==> src/rtl/dispatch_pkg.sv <==
// Shared widths, lane indices and the buffered entry layout for the dual-issue dispatcher.
package dispatch_pkg;

    localparam int DISPATCH_INSTR_W = 32;
    localparam int DISPATCH_SEQ_W   = 4;

    localparam logic LANE0 = 1'b0;
    localparam logic LANE1 = 1'b1;

    typedef struct packed {
        logic [DISPATCH_SEQ_W-1:0]   seq;
        logic [DISPATCH_INSTR_W-1:0] instr;
    } dispatch_entry_t;

endpackage

==> src/rtl/dispatch_lane_fifo.sv <==
// First-word fall-through lane buffer: head is visible while non-empty, zero when empty.
module dispatch_lane_fifo
    import dispatch_pkg::*;
#(
    parameter int WIDTH = $bits(dispatch_entry_t),
    parameter int DEPTH = 4
) (
    input  logic                       clk,
    input  logic                       resetn,
    input  logic                       i_clear,
    input  logic                       i_push,
    input  logic [WIDTH-1:0]           i_push_data,
    input  logic                       i_pop,
    output logic                       o_valid,
    output logic [WIDTH-1:0]           o_data,
    output logic [$clog2(DEPTH):0]     o_count,
    output logic                       o_full
);

    localparam int PW = $clog2(DEPTH);
    localparam int CW = PW + 1;

    logic [WIDTH-1:0] r_mem [DEPTH];
    logic [PW-1:0]    r_wptr;
    logic [PW-1:0]    r_rptr;
    logic [CW-1:0]    r_count;
    logic             w_pop;

    assign o_valid = (r_count != '0);
    assign o_full  = (r_count == CW'(DEPTH));
    assign o_count = r_count;
    assign o_data  = o_valid ? r_mem[r_rptr] : '0;
    assign w_pop   = i_pop && o_valid;

    // NOTE: storage has no reset; the pointers and count alone define what is valid,
    // so leaving the array unreset keeps it a plain RAM.
    always_ff @(posedge clk) begin
        if (i_push && !i_clear) begin
            r_mem[r_wptr] <= i_push_data;
        end
    end

    // NOTE: sequential state uses non-blocking assignments so every register samples
    // pre-edge values regardless of statement order.
    always_ff @(posedge clk or negedge resetn) begin
        if (!resetn) begin
            r_wptr  <= '0;
            r_rptr  <= '0;
            r_count <= '0;
        end else if (i_clear) begin
            r_wptr  <= '0;
            r_rptr  <= '0;
            r_count <= '0;
        end else begin
            if (i_push) r_wptr <= r_wptr + PW'(1);
            if (w_pop)  r_rptr <= r_rptr + PW'(1);
            case ({i_push, w_pop})
                2'b10:   r_count <= r_count + CW'(1);
                2'b01:   r_count <= r_count - CW'(1);
                default: r_count <= r_count;
            endcase
        end
    end

endmodule

==> src/rtl/dual_issue_dispatcher.sv <==
// Round-robin dispatch of one in-order stream into two lane buffers, skipping a full lane
// and tagging each accepted instruction with a wrapping sequence number.
module dual_issue_dispatcher
    import dispatch_pkg::*;
#(
    parameter int INSTR_W = DISPATCH_INSTR_W,
    parameter int DEPTH   = 4,
    parameter int SEQ_W   = DISPATCH_SEQ_W
) (
    input  logic                     clk,
    input  logic                     resetn,
    input  logic                     flush,
    input  logic                     instr_valid,
    input  logic [INSTR_W-1:0]       instr,
    output logic                     instr_ready,
    output logic                     lane0_valid,
    output logic [INSTR_W-1:0]       lane0_instr,
    output logic [SEQ_W-1:0]         lane0_seq,
    input  logic                     lane0_ready,
    output logic                     lane1_valid,
    output logic [INSTR_W-1:0]       lane1_instr,
    output logic [SEQ_W-1:0]         lane1_seq,
    input  logic                     lane1_ready,
    output logic [$clog2(DEPTH):0]   lane0_count,
    output logic [$clog2(DEPTH):0]   lane1_count
);

    typedef struct packed {
        logic [SEQ_W-1:0]   seq;
        logic [INSTR_W-1:0] instr;
    } entry_t;

    logic             r_rr_sel;
    logic [SEQ_W-1:0] r_seq_cnt;
    logic             w_full0, w_full1;
    logic             w_accept;
    logic             w_target;
    entry_t           w_push_entry, w_head0, w_head1;

    // Fullness is taken from registered counts only; same-cycle pops do not open a slot.
    assign instr_ready  = resetn && !flush && (!w_full0 || !w_full1);
    assign w_accept     = instr_valid && instr_ready;
    assign w_push_entry = '{seq: r_seq_cnt, instr: instr};

    // NOTE: w_target gets its default before the conditional overrides, so no latch is inferred.
    always_comb begin
        w_target = r_rr_sel;
        if (r_rr_sel == LANE0 && w_full0)      w_target = LANE1;
        else if (r_rr_sel == LANE1 && w_full1) w_target = LANE0;
    end

    always_ff @(posedge clk or negedge resetn) begin
        if (!resetn) begin
            r_rr_sel  <= LANE0;
            r_seq_cnt <= '0;
        end else if (flush) begin
            r_rr_sel  <= LANE0;
            r_seq_cnt <= '0;
        end else if (w_accept) begin
            r_rr_sel  <= ~w_target;
            r_seq_cnt <= r_seq_cnt + SEQ_W'(1);
        end
    end

    dispatch_lane_fifo #(.WIDTH($bits(entry_t)), .DEPTH(DEPTH)) u_lane0 (
        .clk         (clk),
        .resetn      (resetn),
        .i_clear     (flush),
        .i_push      (w_accept && (w_target == LANE0)),
        .i_push_data (w_push_entry),
        .i_pop       (lane0_ready),
        .o_valid     (lane0_valid),
        .o_data      (w_head0),
        .o_count     (lane0_count),
        .o_full      (w_full0)
    );

    dispatch_lane_fifo #(.WIDTH($bits(entry_t)), .DEPTH(DEPTH)) u_lane1 (
        .clk         (clk),
        .resetn      (resetn),
        .i_clear     (flush),
        .i_push      (w_accept && (w_target == LANE1)),
        .i_push_data (w_push_entry),
        .i_pop       (lane1_ready),
        .o_valid     (lane1_valid),
        .o_data      (w_head1),
        .o_count     (lane1_count),
        .o_full      (w_full1)
    );

    assign lane0_instr = w_head0.instr;
    assign lane0_seq   = w_head0.seq;
    assign lane1_instr = w_head1.instr;
    assign lane1_seq   = w_head1.seq;

endmodule

==> config.mk <==
export PLATFORM = sky130hd
export DESIGN_NAME = dual_issue_dispatcher
export DESIGN_NICKNAME = d
export VERILOG_FILES = /design/src/rtl/dispatch_pkg.sv /design/src/rtl/dispatch_lane_fifo.sv /design/src/rtl/dual_issue_dispatcher.sv
export SDC_FILE = /design/constraint.sdc
export NUM_CORES = 1
export LEC_CHECK = 0
export ABC_CLOCK_PERIOD_IN_PS = 3800
export CORE_ASPECT_RATIO = 0.7
export CORE_MARGIN = 3
export CORE_UTILIZATION = 25
export DETAILED_ROUTE_END_ITERATION = 12
export GPL_TIMING_DRIVEN = 1
export SLEW_MARGIN = 30
export SYNTH_ARGS = -nofsm -noshare
export SYNTH_HDL_FRONTEND = slang
export SYNTH_SLANG_ARGS = --single-unit
==> constraint.sdc <==
create_clock -name clk -period 3.8 [get_ports clk]
set_input_delay 0.76 -clock clk [delete_from_list [all_inputs] [get_ports clk]]
set_output_delay 0.76 -clock clk [all_outputs]
set_load 0.01 [all_outputs]
* Word-level counts from Yosys, hierarchy flattened
Memory sizes are Yosys's and may differ from the RTL's.
Index checks and enable logic that the tools add are counted.
** Word-level totals
- Flip-flop bits (word level) :: 19
- Bits in writable memories :: 288
- Memories kept :: 2
- Output and inout port bits :: 81
** Operators by class
- Reductions and logical operators :: 24
- Multiplexer cells :: 24
- $add $sub $neg :: 9
- Eq/ne operators :: 6
- Bitwise logic cells :: 2
** Memories
- u_lane0.r_mem :: depth 4, bits a word 36, rd ports 1, clocked after memory_dff 0, wr ports 1, RTL line dispatch_lane_fifo.sv:23 : logic [WIDTH-1:0] r_mem [DEPTH];
- u_lane1.r_mem :: depth 4, bits a word 36, rd ports 1, clocked after memory_dff 0, wr ports 1, RTL line dispatch_lane_fifo.sv:23
** Operator list (number)
- $mux W36 :: 2
- $mux W2 :: 8
- $pmux W3 S2 :: 2
- $reduce_bool A3 Y1 :: 4
- $logic_and A1 B1 Y1 :: 11
- $reduce_bool A2 Y1 :: 5
- $add A2 B1 Y2 const B :: 4
- $mux W1 :: 8
- $mux W4 :: 2
- $add A3 B1 Y3 const B :: 2
- $eq A3 B3 Y1 const B :: 2
- $mux W3 :: 2
- $sub A3 B1 Y3 const B :: 2
- $add A4 B1 Y4 const B :: 1
- $eq A2 B1 Y1 const B :: 2
- $eq A2 B2 Y1 const B :: 2
- $logic_not A1 Y1 :: 3
- $not A1 Y1 :: 2
- $logic_or A1 B1 Y1 :: 1

* Depth between registers and ports, before layout
Gate-level depths: netlist (run 1).
- Depth after elaboration :: 9
- Depth in mapped cells :: 9

* By module
A second synthesis (run 1) with hierarchy kept.
** Second synthesis, totals
- Cells, all modules :: 597
- Area, all modules :: 12171.7 um2
** Modules (own cells, without submodules)
- dispatch_lane_fifo at u_lane0 :: cells each 283, area an instance 5950.7 um2, times used 1, sequential area each 4499.3 um2
- dispatch_lane_fifo at u_lane1 :: cells each 282, area an instance 5921.9 um2, times used 1, sequential area each 4499.3 um2
- dual_issue_dispatcher :: cells each 32, area an instance 299.0 um2, times used 1, sequential area each 125.1 um2

* Worst setup path after synthesis (run 1)
OpenSTA, ideal clock, no wires.
- Path type :: input-to-reg
- From :: input flush
- To :: memory u_lane0.r_mem[0][0] (netlist name), enable pin
- Setup time :: 0.397 ns
- Arrival time :: 2.436 ns
- Stages :: 5
- Required time :: 3.403 ns
- Slack :: 0.968 ns
- Path through :: clkbuf_1 -> nand3b_1 -> a211oi_2 -> buf_6 -> and2_1
** On the way
- Word-level cells in the longest chain between the ends :: 8
** RTL lines
- start, declared :: RTL line dual_issue_dispatcher.sv:12 : input logic flush,
- $logic_not A1 Y1 * :: RTL line dispatch_lane_fifo.sv:38, dual_issue_dispatcher.sv:41
- $logic_and A1 B1 Y1 (2 in a row) :: RTL line dual_issue_dispatcher.sv:41 : assign instr_ready = resetn && !flush && (!w_full0 || !w_full1);
- $logic_and A1 B1 Y1 :: RTL line dual_issue_dispatcher.sv:42 : assign w_accept = instr_valid && instr_ready;
- $logic_and A1 B1 Y1 :: RTL line dual_issue_dispatcher.sv:69 : .i_push (w_accept && (w_target == LANE0)),
- $logic_and A1 B1 Y1 * :: RTL line dispatch_lane_fifo.sv:38 : if (i_push && !i_clear) begin
- $mux W1 * :: RTL line dispatch_lane_fifo.sv:38
- $mux W1 (implied by the code) * :: RTL line dispatch_lane_fifo.sv:39 : r_mem[r_wptr] <= i_push_data;
- end, declared :: RTL line dispatch_lane_fifo.sv:23
Mark *: on every way between the ends. The rest lies on a longest branch, timed or not.

* Worst setup path in the final report (run 1)
- From :: register u_lane1.r_rptr[0]
- To :: output lane1_seq[2]
** On the way
- Word-level cells in the longest chain between the ends :: 2
** RTL lines
- start, declared :: RTL line dispatch_lane_fifo.sv:25 : logic [PW-1:0] r_rptr;
- start signal, assigned :: RTL line dispatch_lane_fifo.sv:56 : if (w_pop) r_rptr <= r_rptr + PW'(1);
- $mem_v2 Z4 W36
- $mux W36 :: RTL line dispatch_lane_fifo.sv:32 : assign o_data = o_valid ? r_mem[r_rptr] : '0;
- end, declared :: RTL line dual_issue_dispatcher.sv:22 : output logic [SEQ_W-1:0] lane1_seq,
Every way passes these cells.

==> results of run 1 <==
-- routing by layer --
layer  part of all wire [%]  track usage (%)  wire (microns)  vias up
met3                    4.0             2.12            1110       37
met4                    2.0             2.37             542        0
met2                     46             17.3           12700      127
li1                       -                -               -     2580
met1                     48             15.6           13100     3093
met5                      0                0               0        -
-- synthesized netlist by cell type, drive strengths merged --
| master | number | area share [%] |
|---|---|---|
| mux2i | 5 | 0.42 |
| o31ai | 4 | 0.25 |
| nand3 | 3 | 0.12 |
| mux2 | 5 | 0.47 |
| nand2b | 6 | 0.31 |
| xnor2 | 3 | 0.22 |
| a21oi | 2 | 0.083 |
| nand2 | 3 | 0.094 |
| buf | 8 | 0.38 |
| nor2 | 17 | 0.53 |
| or3 | 2 | 0.10 |
| xor2 | 6 | 0.44 |
| o21a | 1 | 0.062 |
| a211oi | 3 | 0.23 |
| o21ai | 1 | 0.042 |
| or3b | 1 | 0.073 |
| and2 | 82 | 4.3 |
| dfrtp | 19 | 3.9 |
| inv | 5 | 0.16 |
| nor2b | 5 | 0.26 |
| nor3b | 2 | 0.17 |
| mux4 | 72 | 13 |
| ha | 9 | 0.94 |
| fa | 2 | 0.33 |
| clkbuf | 21 | 0.65 |
| edfxtp | 288 | 72 |
| o2111a | 1 | 0.094 |
| nand3b | 1 | 0.062 |
-- worst paths after layout --
check | startpoint | to | slack (ps) | cells past startpoint
max | u_lane1.r_rptr[0]$_DFFE_PN0P_ | lane1_seq[2] | 250 | 4
min | resetn | u_lane0.o_count[1]$_DFFE_PN0P_ | 430 | 1
max reg2reg | u_lane1.o_count[0]$_DFFE_PN0P_ | u_lane0.o_count[2]$_DFFE_PN0P_ | 1370 | 7
min reg2reg | r_rr_sel$_DFFE_PN0P_ | r_rr_sel$_DFFE_PN0P_ | 560 | 1
max in group asynchronous | resetn | u_lane1.r_rptr[0]$_DFFE_PN0P_ | 2830 | 2
min in group clk | r_rr_sel$_DFFE_PN0P_ | r_rr_sel$_DFFE_PN0P_ | 560 | 1
-- metrics by stage --
step	util [%]	instance area, sq um
global placement	30.1	14200
finish	32.2	15100
detailed placement	30.1	14200
floorplan	-	12000
global route	32.2	15100
CTS	32.2	15100
-- kinds of logic after synthesis --
| logic type | after synthesis | synth area share (%) |
|---|---|---|
| and+or+nand+nor | 122 | 5.99 |
| adders and majority gates | 11 | 1.27 |
| AOI/OAI and AO/OA | 12 | 0.759 |
| muxes | 82 | 14.4 |
| xor gates and xnor gates | 9 | 0.655 |
| DFF | 307 | 75.8 |
| buffers and inverters | 34 | 1.20 |
-- cell type report --
class | count | area [sq um]
Antenna cell | 1 | 2.50
Clock buffer | 36 | 795
Clock inverter | 17 | 155
Fill cell | 4445 | 31900
Inverter | 5 | 18.8
Multi-Input combinational cell | 236 | 2780
Sequential cell | 307 | 9130
Tap cell | 612 | 766
Timing Repair Buffer | 139 | 1460
-- cells in the final DEF (no fill, tap or decap), drive strengths merged --
master         netlist  final
edfxtp             288    288
clkdlybuf4s50        0    118
and2                82     82
mux4                72     72
clkbuf              21     36
buf                  8     21
dfrtp               19     19
nor2                17     17
clkinv               0     13
ha                   9      9
nand2b               6      6
xor2                 6      6
inv                  5      6
nor2b                5      5
mux2i                5      5
mux2                 5      5
o31ai                4      4
xnor2                3      3
nand2                3      3
nand3                3      3
bufinv               0      3
a211oi               3      3
or3                  2      2
a21oi                2      2
fa                   2      2
nor3b                2      2
diode                0      1
or3b                 1      1
o2111a               1      1
nand3b               1      1
o21ai                1      1
o21a                 1      1
-- where the power goes --
| part | internal, mW | total [mW] | leakage [nW] | switching, mW |
|---|---|---|---|---|
| Clock | 1.68 | 2.91 | 0.469 | 1.23 |
| Sequential | 3.80 | 3.99 | 2.86 | 0.182 |
| Combinational | 1.53 | 2.77 | 1.46 | 1.24 |
-- sequential cells by signal (all words and copies together) (netlist names) --
signal	count
u_lane0.r_mem	144
u_lane1.r_mem	144
r_seq_cnt	4
u_lane0.o_count	3
u_lane1.o_count	3
u_lane0.r_rptr	2
u_lane0.r_wptr	2
u_lane1.r_rptr	2
u_lane1.r_wptr	2
r_rr_sel	1
-- critical path, stage by stage, from the launching register on --
cell and delay [ps]:
sky130_fd_sc_hd__dfrtp_4 650, sky130_fd_sc_hd__buf_12 290, sky130_fd_sc_hd__mux4_2 590, sky130_fd_sc_hd__and2_1 180
sky130_fd_sc_hd__clkdlybuf4s50_1 470
==> results.txt, run 1 <==
* Run status: complete, no violations
- In this run the cell area of the synthesized design comes to ~12000 sq um.
* CTS H-Tree Depth: 1
- Buffers placed on the I/O ports in this run total between 100 and 150.
- Data arrives at the worst endpoint at about 2800 ps.
- Global-route wire length before repair: 41.2 mm
- Die Wd: approximately 270 microns
* Net Count, Synth: about 630
- No sink is reached through more buffers than the 3 on the longest clock path.
- For the pin with the worst max-slew slack, the measured transition is 833 ps.
- Global routing finished with a remaining overflow of 0.
* Synth-to-Final Area Change: 25.6%
* Half-perimeter wire length after placement: 16.4 mm
- The final number of max-transition violations is 0.
- Min Hold Slack: around 430 ps
* Clock period minus final worst setup slack: between 3000 and 4000 ps
- Ports: about 120
- The number of endpoints with negative hold slack in the final report was 0.
* Fraction of layout instances using a drive strength above 1: a little over 20%
* Launching element type of the critical path: flop
- After clock tree synthesis, the clock-pin slew on the worst setup and hold paths is 70 ps.
- The total area inside the core boundary comes to roughly 47000 sq um.
- For the worst-skew pair, the clock arrives at the later sink with an insertion delay of 560 ps.
* Detailed-route wire length: ~27 mm
* WL per Instance: between 20 and 25 microns
- For this block, the initial DRC count from the detailed router was 448.
* Worst slew margin relative to its limit: approximately 44%
- Number of antenna violations at the first check in global routing: 1
- For this run, design rule violations remaining after detail routing come to 0.
- Number of flip-flops and latches in the synthesized netlist: 307
* Detailed-router iteration count before antenna repair: 4
- Unrepaired setup endpoints after global routing: no
* Die boundary height: 190 microns
- Global-route usage over all layers: a little over a tenth
- Number of rows created at floorplan: 66
- Timing would allow up to 0.282 GHz.
- After detailed placement, the design holds a cell count of approximately 1300.
- In the synthesized netlist, the number of instances is approximately 580.
- In this run the worst path has a maximum fanout of 24.
- Worst Path Required: slightly above 3000 ps
- The final route contains about 6000 vias.
* Net count, final: between 700 and 800
* Reported leakage power: ~4.8 nW
- The worst hold path belongs to the class primary input to async pin.
- Timing analysis after detailed placement gives a worst setup slack of between 600 and 700 ps.
- Across the VDD grid, the largest voltage drop is ~0.34 mV.
- Number of synthesis warnings: 0
- Vias per cell: about 4.3
- The tool flagged a number of max-cap violations equal to 0.
* Sequential area share after synthesis: 75.8%
* Number of standard cells in the layout, taps in and fillers out: about 1400
- Period utilisation layout: about 93%
- Number of distinct standard cells referenced by the synthesized netlist: 32
* Maximum number of pins on one net before global-route repair: 39
- Setup WS post-layout: about 250 ps
* DRT antenna net count: 0
- The average instance in the mapped netlist occupies 20.9 sq um.
- Total of cells resized after clock tree synthesis: 0
- Full die area: between 50000 and 60000 sq um
- CTS tree: done
* Clock buffers created by TritonCTS: 30
* Effective utilization at floorplan: approximately 26%
- Number of hold buffers added after cts: 0
* GPL Wtd Cong: between 0.6 and 0.7
- Clock tree synthesis found a total of between 300 and 400 sinks.
- The worst setup path is captured at an output port.
* Tot Pwr: a little under 10 mW
- Setup violations remaining at the end of the flow were counted as 0.
- Maximum clock skew at final layout: ~20 ps
- After clock tree synthesis, the setup repair step added 0 buffers.
- The tree is rooted in a sky130_fd_sc_hd__clkbuf_16.
- Power Density: 639 nW/um^2
* Vias in the first global route: just over 6000
- The worst setup path is of the flop to output port kind.
* Post-route setup TNS: 0 ps
No activity file was read; power rests on OpenSTA's default activity.
==> run 2: changes to the inputs <==
Settings changed: MAX_ROUTING_LAYER set to met4, SKIP_LAST_GASP set to 1.
==> run 2 against run 1 <==
Compared with the run above: utilization unchanged; largest power group unchanged; clock skew about the same; setup slack got worse by 8.1 ps; clock power about the same; sequential power about the same; critical path type unchanged; sequential share of layout area unchanged; cell count unchanged; sequential cell count unchanged; count of clock-buffer cells in the layout unchanged.
==> results.txt, run 2 (same netlist as run 1, synthesis figures left out) <==
- Run status: complete, no violations (unchanged).
* DRC: 0 (unchanged)
- Worst supply voltage drop on vdd: 0.345 mV (about the same)
- Vias after detailed routing: 5816 (was 5837)
* Worst slew margin relative to its limit: 44.2% (was 44.5%)
* WL per Instance: 20.3 microns (about the same)
- Quantity of I/O buffers inserted on ports: 118 (unchanged)
- Endpoint class of the critical path: output port (unchanged)
* Crit Path Class: flop to output port (unchanged)
* Sequence of cells on the critical path: buf_12 > mux4_2 > and2_1 > clkdlybuf4s50_1 (unchanged)
* Path depth of the worst reg2reg path: 7 (unchanged)
- The maximum achievable frequency came to 0.281 GHz (was 0.282 GHz).
- The clock slew seen by the registers of the worst setup and hold paths is 70 ps (about the same).
- The number of global-route vias before repair was 6210 (was 6216).
- The root cell of the clock tree was sky130_fd_sc_hd__clkbuf_16 (unchanged).
* Clock buffers created by TritonCTS: 30 (unchanged)
- The switching power summed over all nets is 2.65 mW (about the same).
* Unrepaired setup endpoints after global routing: no (unchanged)
* CTS tree: done (unchanged)
* Final slew viol count: 0 (unchanged)
- Setup Fix Bufs, Post-CTS: 0 (unchanged)
- Sum of routed wire segments on met1: 13.0 mm (was 13.1 mm)
* Actual slew at the worst max-slew pin: 836 ps (was 833 ps)
* Fraction of layout instances using a drive strength above 1: 20.4% (unchanged)
* Starting DRC count in detailed routing: 408 (was 448)
* Detailed-router iteration count before antenna repair: 4 (unchanged)
* Share of the core filled with cells: 32.2% (unchanged)
- Leftover overflow at the end of global routing: 0 (unchanged)
* Global-route wire length before repair: 41.3 mm (was 41.2 mm)
- R2R setup slack: 1380 ps (was 1370 ps)
* Registers with the most flip-flops: u_lane0.r_mem (144), u_lane1.r_mem (144), r_seq_cnt (4) (unchanged)
- The die span in x came to 268 microns (unchanged).
- The initial antenna violation count came to 0 (was 1).
- Buffers and inverters on the worst path: 2 (unchanged)
* Most common library cell in the layout ignoring fill and taps: sky130_fd_sc_hd__edfxtp_1 (unchanged)
- The final critical-path required period was 3560 ps (was 3550 ps).
* Maximum number of buffers from clock root to sink: 3 (unchanged)
- Slowest stage cell on the critical path: sky130_fd_sc_hd__dfrtp_4 (unchanged)
- Floorplan Core Area: 47000 sq um (unchanged)
- Hold violation total from the final report: 0 (unchanged)
- The area of the die came to 50900 sq um (unchanged).
- The sum of routed wire length over all layers is 27.5 mm (was 27.4 mm).
* Power Density: 639 nW/um^2 (about the same)
- The fraction of power spent switching nets is 27.4% (was 27.5%).
- GPL Wtd Cong: 0.688 (was 0.681)
- The wire length on met3 is 1.22 mm (was 1.11 mm).
- Launching element type of the critical path: flop (unchanged)
- The capturing point of the worst reg2reg path was u_lane0.o_count[2]$_DFFE_PN0P_ (unchanged).
- Half-perimeter wire length after placement: 16.4 mm (unchanged)
- Top routing layer in use: met4 (unchanged)
- Effective utilization at floorplan: 25.6% (unchanged)
- The wire length on met2 came to 12.7 mm (about the same).
- The worst setup skew after layout came to 20.0 ps (was 20.3 ps).
* Total of endpoints with negative setup slack in the final report: 0 (unchanged)
* Synth-to-Final Area Change: 25.6% (unchanged)
- Top library cells by usage in the layout, fill and taps aside: sky130_fd_sc_hd__edfxtp_1, sky130_fd_sc_hd__clkdlybuf4s50_1, sky130_fd_sc_hd__and2_1 (unchanged).
- Largest fanout of any net on the critical path: 24 (unchanged)
- The path type of the worst min-delay path is primary input to async pin (unchanged).
- Max-cap viol count: 0 (unchanged)
- The part of the total power dissipated in sequential elements came to 41.3% (was 41.2%).
- The count of clock tree sinks was 307 (unchanged).
* Worst Path Arrival: 2800 ps (was 2790 ps)
- DRT antenna net count: 0 (unchanged)
* Period utilisation layout: 93.7% (was 93.4%)
* Vias per cell: 4.30 (was 4.31)
* Total of cells resized after clock tree synthesis: 0 (unchanged)
* Die boundary height: 190 microns (unchanged)
* Share of total power in the clock network: 30.1% (about the same)
- Clock latency on the worst-skew pair: 560 ps (about the same)
* Number of rows created at floorplan: 66 (unchanged)
* Maximum number of pins on one net before global-route repair: 39 (unchanged)
- Reported leakage power: 4.79 nW (unchanged)
* Delay-heaviest family, CP: buffers and inverters (unchanged)
* Ports: 119 (unchanged)
- The final setup TNS was 0 ps (unchanged).
* Global-route usage over all layers: 11.2% (was 10.9%)
* Maximum cell stage delay along the critical path: 650 ps (about the same)
* P_int: 7.01 mW (about the same)
- The hold buffer count at CTS came to 0 (unchanged).
* Net count, final: 768 (unchanged)
- Launch point of the worst reg-to-reg path: u_lane1.o_count[0]$_DFFE_PN0P_ (unchanged)
* Worst Path Required: 3040 ps (about the same)
* CTS H-Tree Depth: 1 (unchanged)
- Portion of total power attributed to combinational logic: 28.6% (about the same)
-- run 2: worst reg2reg max path, stage by stage (launching register included) --
cell	delay [ps]
sky130_fd_sc_hd__dfrtp_1	460
sky130_fd_sc_hd__or3b_1	450
sky130_fd_sc_hd__a211oi_2	280
sky130_fd_sc_hd__nor2_1	80
sky130_fd_sc_hd__fa_1	410
sky130_fd_sc_hd__and2_1	150
sky130_fd_sc_hd__mux2i_1	160
sky130_fd_sc_hd__mux2_1	330
-- run 2: power groups by stage --
| stage | combinational (mW) | sequential [mW] | clock, mW |
|---|---|---|---|
| 2_1_floorplan | 1.52 | 3.93 | 0 |
| 3_3_place_gp | 2.87 | 4.06 | 0 |
| 3_5_place_dp | 2.87 | 4.07 | 0 |
| 4_1_cts | 2.89 | 4.00 | 3.01 |
| 5_1_grt | 3.03 | 4.01 | 3.16 |
| 6_report | 2.77 | 3.99 | 2.91 |
-- run 2: layout make-up --
type	instances	area [sq um]
timing repair buffer	139	1460
fill	4445	31900
multi-input combinational	236	2780
inverter	5	18.8
clock buffer	36	795
sequential	307	9130
antenna	1	2.50
tap	612	766
clock inverter	17	155
-- run 2: routing by layer --
| metal | global-route usage (%) | vias up |
|---|---|---|
| li1 | - | 2577 |
| met1 | 15.6 | 3073 |
| met2 | 17.3 | 128 |
| met3 | 2.12 | 38 |
| met4 | 2.37 | 0 |
| met5 | - | - |
-- run 2: how the worst max path moves through the flow --
stage,cells past startpoint,startpoint,to
final,4,u_lane1.r_rptr[0]$_DFFE_PN0P_,lane1_seq[2]
after global routing,4,u_lane1.r_rptr[0]$_DFFE_PN0P_,lane1_seq[2]
after CTS,3,u_lane0.o_count[1]$_DFFE_PN0P_,lane0_instr[25]
after detailed placement,8,resetn,u_lane0.o_count[2]$_DFFE_PN0P_
after global placement,8,resetn,u_lane0.o_count[2]$_DFFE_PN0P_
after floorplan,5,flush,u_lane0.r_mem[0][0]$_DFFE_PP_
-- run 2: metrics by stage --
stage          setup slack (ps)  cell area [sq um]  cells  hold slack (ps)  power (mW)
2_1_floorplan               968              12000    577              464        5.46
5_1_grt                    91.7              15100   1352              416        10.2
6_report                    241              15100   1353              438        9.66
3_5_place_dp                699              14200   1299              546        6.94
3_3_place_gp                713              14200   1299              531        6.93
4_1_cts                     156              15100   1352              403        9.89
==> run 3: changes to the inputs <==
Settings changed: ABC_CLOCK_PERIOD_IN_PS 3800 to 4300, CORE_ASPECT_RATIO 0.7 to 1.2.
Clock period 3.8 ns to 4.3 ns, I/O delays scaled along.
==> run 3 against run 2 <==
Compared with the run above: first-iteration DRC count down 21%; largest power group unchanged; non-clock buffer count down 4; sequential share of layout area down 0.50 points; via count about the same; die area about the same; sequential power down 10%; global-route usage down 0.13 points; cell count up 1.1%.
==> results.txt, run 3 (same netlist as run 1, synthesis figures left out) <==
* Reported leakage power: 4.84 nW (was 4.79 nW)
- Setup Fix Bufs, Post-CTS: 0 (unchanged)
- Crit Path Class: flop to output port (unchanged)
* Launching element type of the critical path: flop (unchanged)
- Delay-heaviest family, CP: flip-flops (was buffers and inverters)
- Number of antenna violations at the first check in global routing: 4 (was 0)
- The power density normalized to cell area came to 582 nW/um^2 (was 639 nW/um^2).
- Setup WS post-layout: 633 ps (was 241 ps)
- Maximum clock skew at final layout: 22.0 ps (was 20.0 ps)
- Ports: 119 (unchanged)
- Full die area: 50800 sq um (was 50900 sq um)
* Number of hold buffers added after cts: 0 (unchanged)
* Half-perimeter wire length after placement: 16.4 mm (about the same)
- The max-cap check violation count was 0 (unchanged).
- The count of endpoints failing setup in the final report came to 0 (unchanged).
- The mean number of vias per cell is 4.25 (was 4.30).
* Post-route setup TNS: 0 ps (unchanged)
* Clock period minus final worst setup slack: around 3700 ps
- The headroom to the max-slew limit was 39.6% (was 44.2%).
* WL per Instance: 19.8 microns (was 20.3 microns)
- Total number of clock tree sinks: 307 (unchanged)
* Detailed-router iteration count before antenna repair: 4 (unchanged)
- The number of global-route vias before repair came to 6370 (was 6210).
* Path category of the worst min-delay check: flop to flop (was primary input to async pin)
* Leftover overflow at the end of global routing: 0 (unchanged)
* DRC: 0 (unchanged)
- Global-route wire length before repair: 40.7 mm (was 41.3 mm)
- CTS tree: done (unchanged)
- Effective utilization at floorplan: 25.4% (was 25.6%)
- Maximum number of pins on one net before global-route repair: 39 (unchanged)
- Most common library cell in the layout ignoring fill and taps: sky130_fd_sc_hd__edfxtp_1 (unchanged)
* Largest fanout of any net on the critical path: 38 (was 24)
- The worst hold path begins at r_rr_sel$_DFFE_PN0P_.
* Hold violation total from the final report: 0 (unchanged)
* Fraction of layout instances using a drive strength above 1: 21.5% (was 20.4%)
- Sequence of cells on the critical path: mux4_2 > and2_1 > clkdlybuf4s50_1 (was buf_12 > mux4_2 > and2_1 > clkdlybuf4s50_1).
* Unrepaired setup endpoints after global routing: no (unchanged)
- CTS clk-pin slew, worst paths: 60 ps (was 70 ps)
- The via count was 5813 (was 5816).
- The number of buffer and inverter instances along the worst setup path was 1 (was 2).
* Launch point of the worst reg-to-reg path: u_lane1.o_count[0]$_DFFE_PN0P_ (unchanged)
* Clock root buffer: sky130_fd_sc_hd__clkbuf_16 (unchanged)
* Die boundary height: 246 microns (was 190 microns)
- Endpoint class of the critical path: output port (unchanged)
- The setup slack at placement was 892 ps (was 699 ps).
- Slowest stage cell on the critical path: sky130_fd_sc_hd__dfrtp_4 (unchanged)
* GPL Wtd Cong: 0.730 (was 0.688)
- Clock buffers created by TritonCTS: 34 (was 30)
- Synth-to-Final Area Change: 26.6% (was 25.6%)
- Final slew viol count: 0 (unchanged)
- Run status: complete, no violations (unchanged).
* Area of the multi-input gates: 2780 sq um (unchanged)
- The insertion delay of the later-clocked pin in the worst-skew pair is 510 ps (was 560 ps).
- # fillers: 4538 (was 4445)
- The data arrival time at the worst-slack endpoint is 2810 ps (was 2800 ps).
- DRT antenna net count: 0 (unchanged)
- The number of gates resized after CTS came to 0 (unchanged).
- Detailed-route wire length: 27.1 mm (was 27.5 mm)
* Global-route usage over all layers: 11.1% (was 11.2%)
- CTS H-Tree Depth: 2 (was 1)
- Sequential cell area: 9130 sq um (unchanged)
- The die span in x is 206 microns (was 268 microns).
* Starting DRC count in detailed routing: 323 (was 408)
- The worst stage delay on the critical path came to 970 ps (was 650 ps).
- The core area is 47400 sq um (was 47000 sq um).
- The row count is 87 (was 66).
* Achievable clock frequency: between 0.2 and 0.3 GHz
* Worst Setup SP: u_lane1.r_rptr[0]$_DFFE_PN0P_ (unchanged)
- The required arrival time at the worst endpoint was 3440 ps (was 3040 ps).
- Top library cells by usage in the layout, fill and taps aside: sky130_fd_sc_hd__edfxtp_1, sky130_fd_sc_hd__clkdlybuf4s50_1, sky130_fd_sc_hd__and2_1 (unchanged)
- Worst supply voltage drop on vdd: 0.408 mV (was 0.345 mV)
- Actual slew at the worst max-slew pin: 906 ps (was 836 ps)
- Net count, final: 768 (unchanged)
- Registers with the most flip-flops: u_lane0.r_mem (144), u_lane1.r_mem (144), r_seq_cnt (4) (unchanged)
* Quantity of I/O buffers inserted on ports: 118 (unchanged)
- The maximum buffer depth of the clock tree came to 3 (unchanged).
- Period utilisation layout: 85.3%
[run 3: cell types whose count changed in the layout (fill, tap and decap cells not counted)]
cell / change
sky130_fd_sc_hd__buf_12: -2
sky130_fd_sc_hd__inv_6: +1
sky130_fd_sc_hd__clkinv_1: -2
sky130_fd_sc_hd__clkbuf_16: +4
sky130_fd_sc_hd__diode_2: +1
sky130_fd_sc_hd__buf_4: -2
sky130_fd_sc_hd__clkbuf_1: -4
sky130_fd_sc_hd__bufinv_16: +1
sky130_fd_sc_hd__clkinvlp_4: +4
sky130_fd_sc_hd__clkinv_4: +1
sky130_fd_sc_hd__clkinv_2: +2
[run 3: final timing paths]
| kind | endpoint | slack, ps | cells past startpoint |
|---|---|---|---|
| min | r_rr_sel$_DFFE_PN0P_ | 550 | 1 |
| max reg2reg | u_lane0.r_mem[0][26]$_DFFE_PP_ | 1670 | 5 |
| min in group asynchronous | u_lane1.o_count[0]$_DFFE_PN0P_ | 650 | 2 |
| max | lane1_seq[3] | 630 | 3 |
| min reg2reg | r_rr_sel$_DFFE_PN0P_ | 550 | 1 |
| max in group asynchronous | u_lane0.r_rptr[1]$_DFFE_PN0P_ | 3250 | 3 |
[run 3: final cells by class]
cell class	instances	area share, %
clock buffers	36	5.77
clock inverters	24	1.54
repair buffers	135	9.24
multi-input cells	236	18.3
inverters	5	0.123
flip-flops and latches	307	59.9
well taps	623	5.11
diodes	2	0.0328
[run 3: where the power goes]
part           leakage, nW  internal (mW)  switching (mW)
combinational         1.44           1.35            1.08
sequential            2.86           3.36           0.222
clock                0.542           1.73            1.14
total                 4.84           6.44            2.43
[run 3: metal layers]
layer  share of wire [%]  track usage (%)  wire length, microns
met4                 1.7             2.88                   461
met5                   0                -                     0
met1                  43             13.8                 11500
met2                  50             18.2                 13400
met3                 6.1             2.78                  1650
[run 3: stage by stage]
step / cell area [sq um] / total power [mW] / hold slack, ps / std cells / util, %
floorplan: 12000 / 4.82 / 506 / 577 / -
global placement: 14100 / 6.16 / 530 / 1306 / 29.8
detailed placement: 14100 / 6.17 / 527 / 1306 / 29.8
CTS: 15200 / 9.08 / 550 / 1366 / 32.2
global route: 15200 / 9.34 / 577 / 1368 / 32.2
finish: 15200 / 8.88 / 551 / 1368 / 32.2
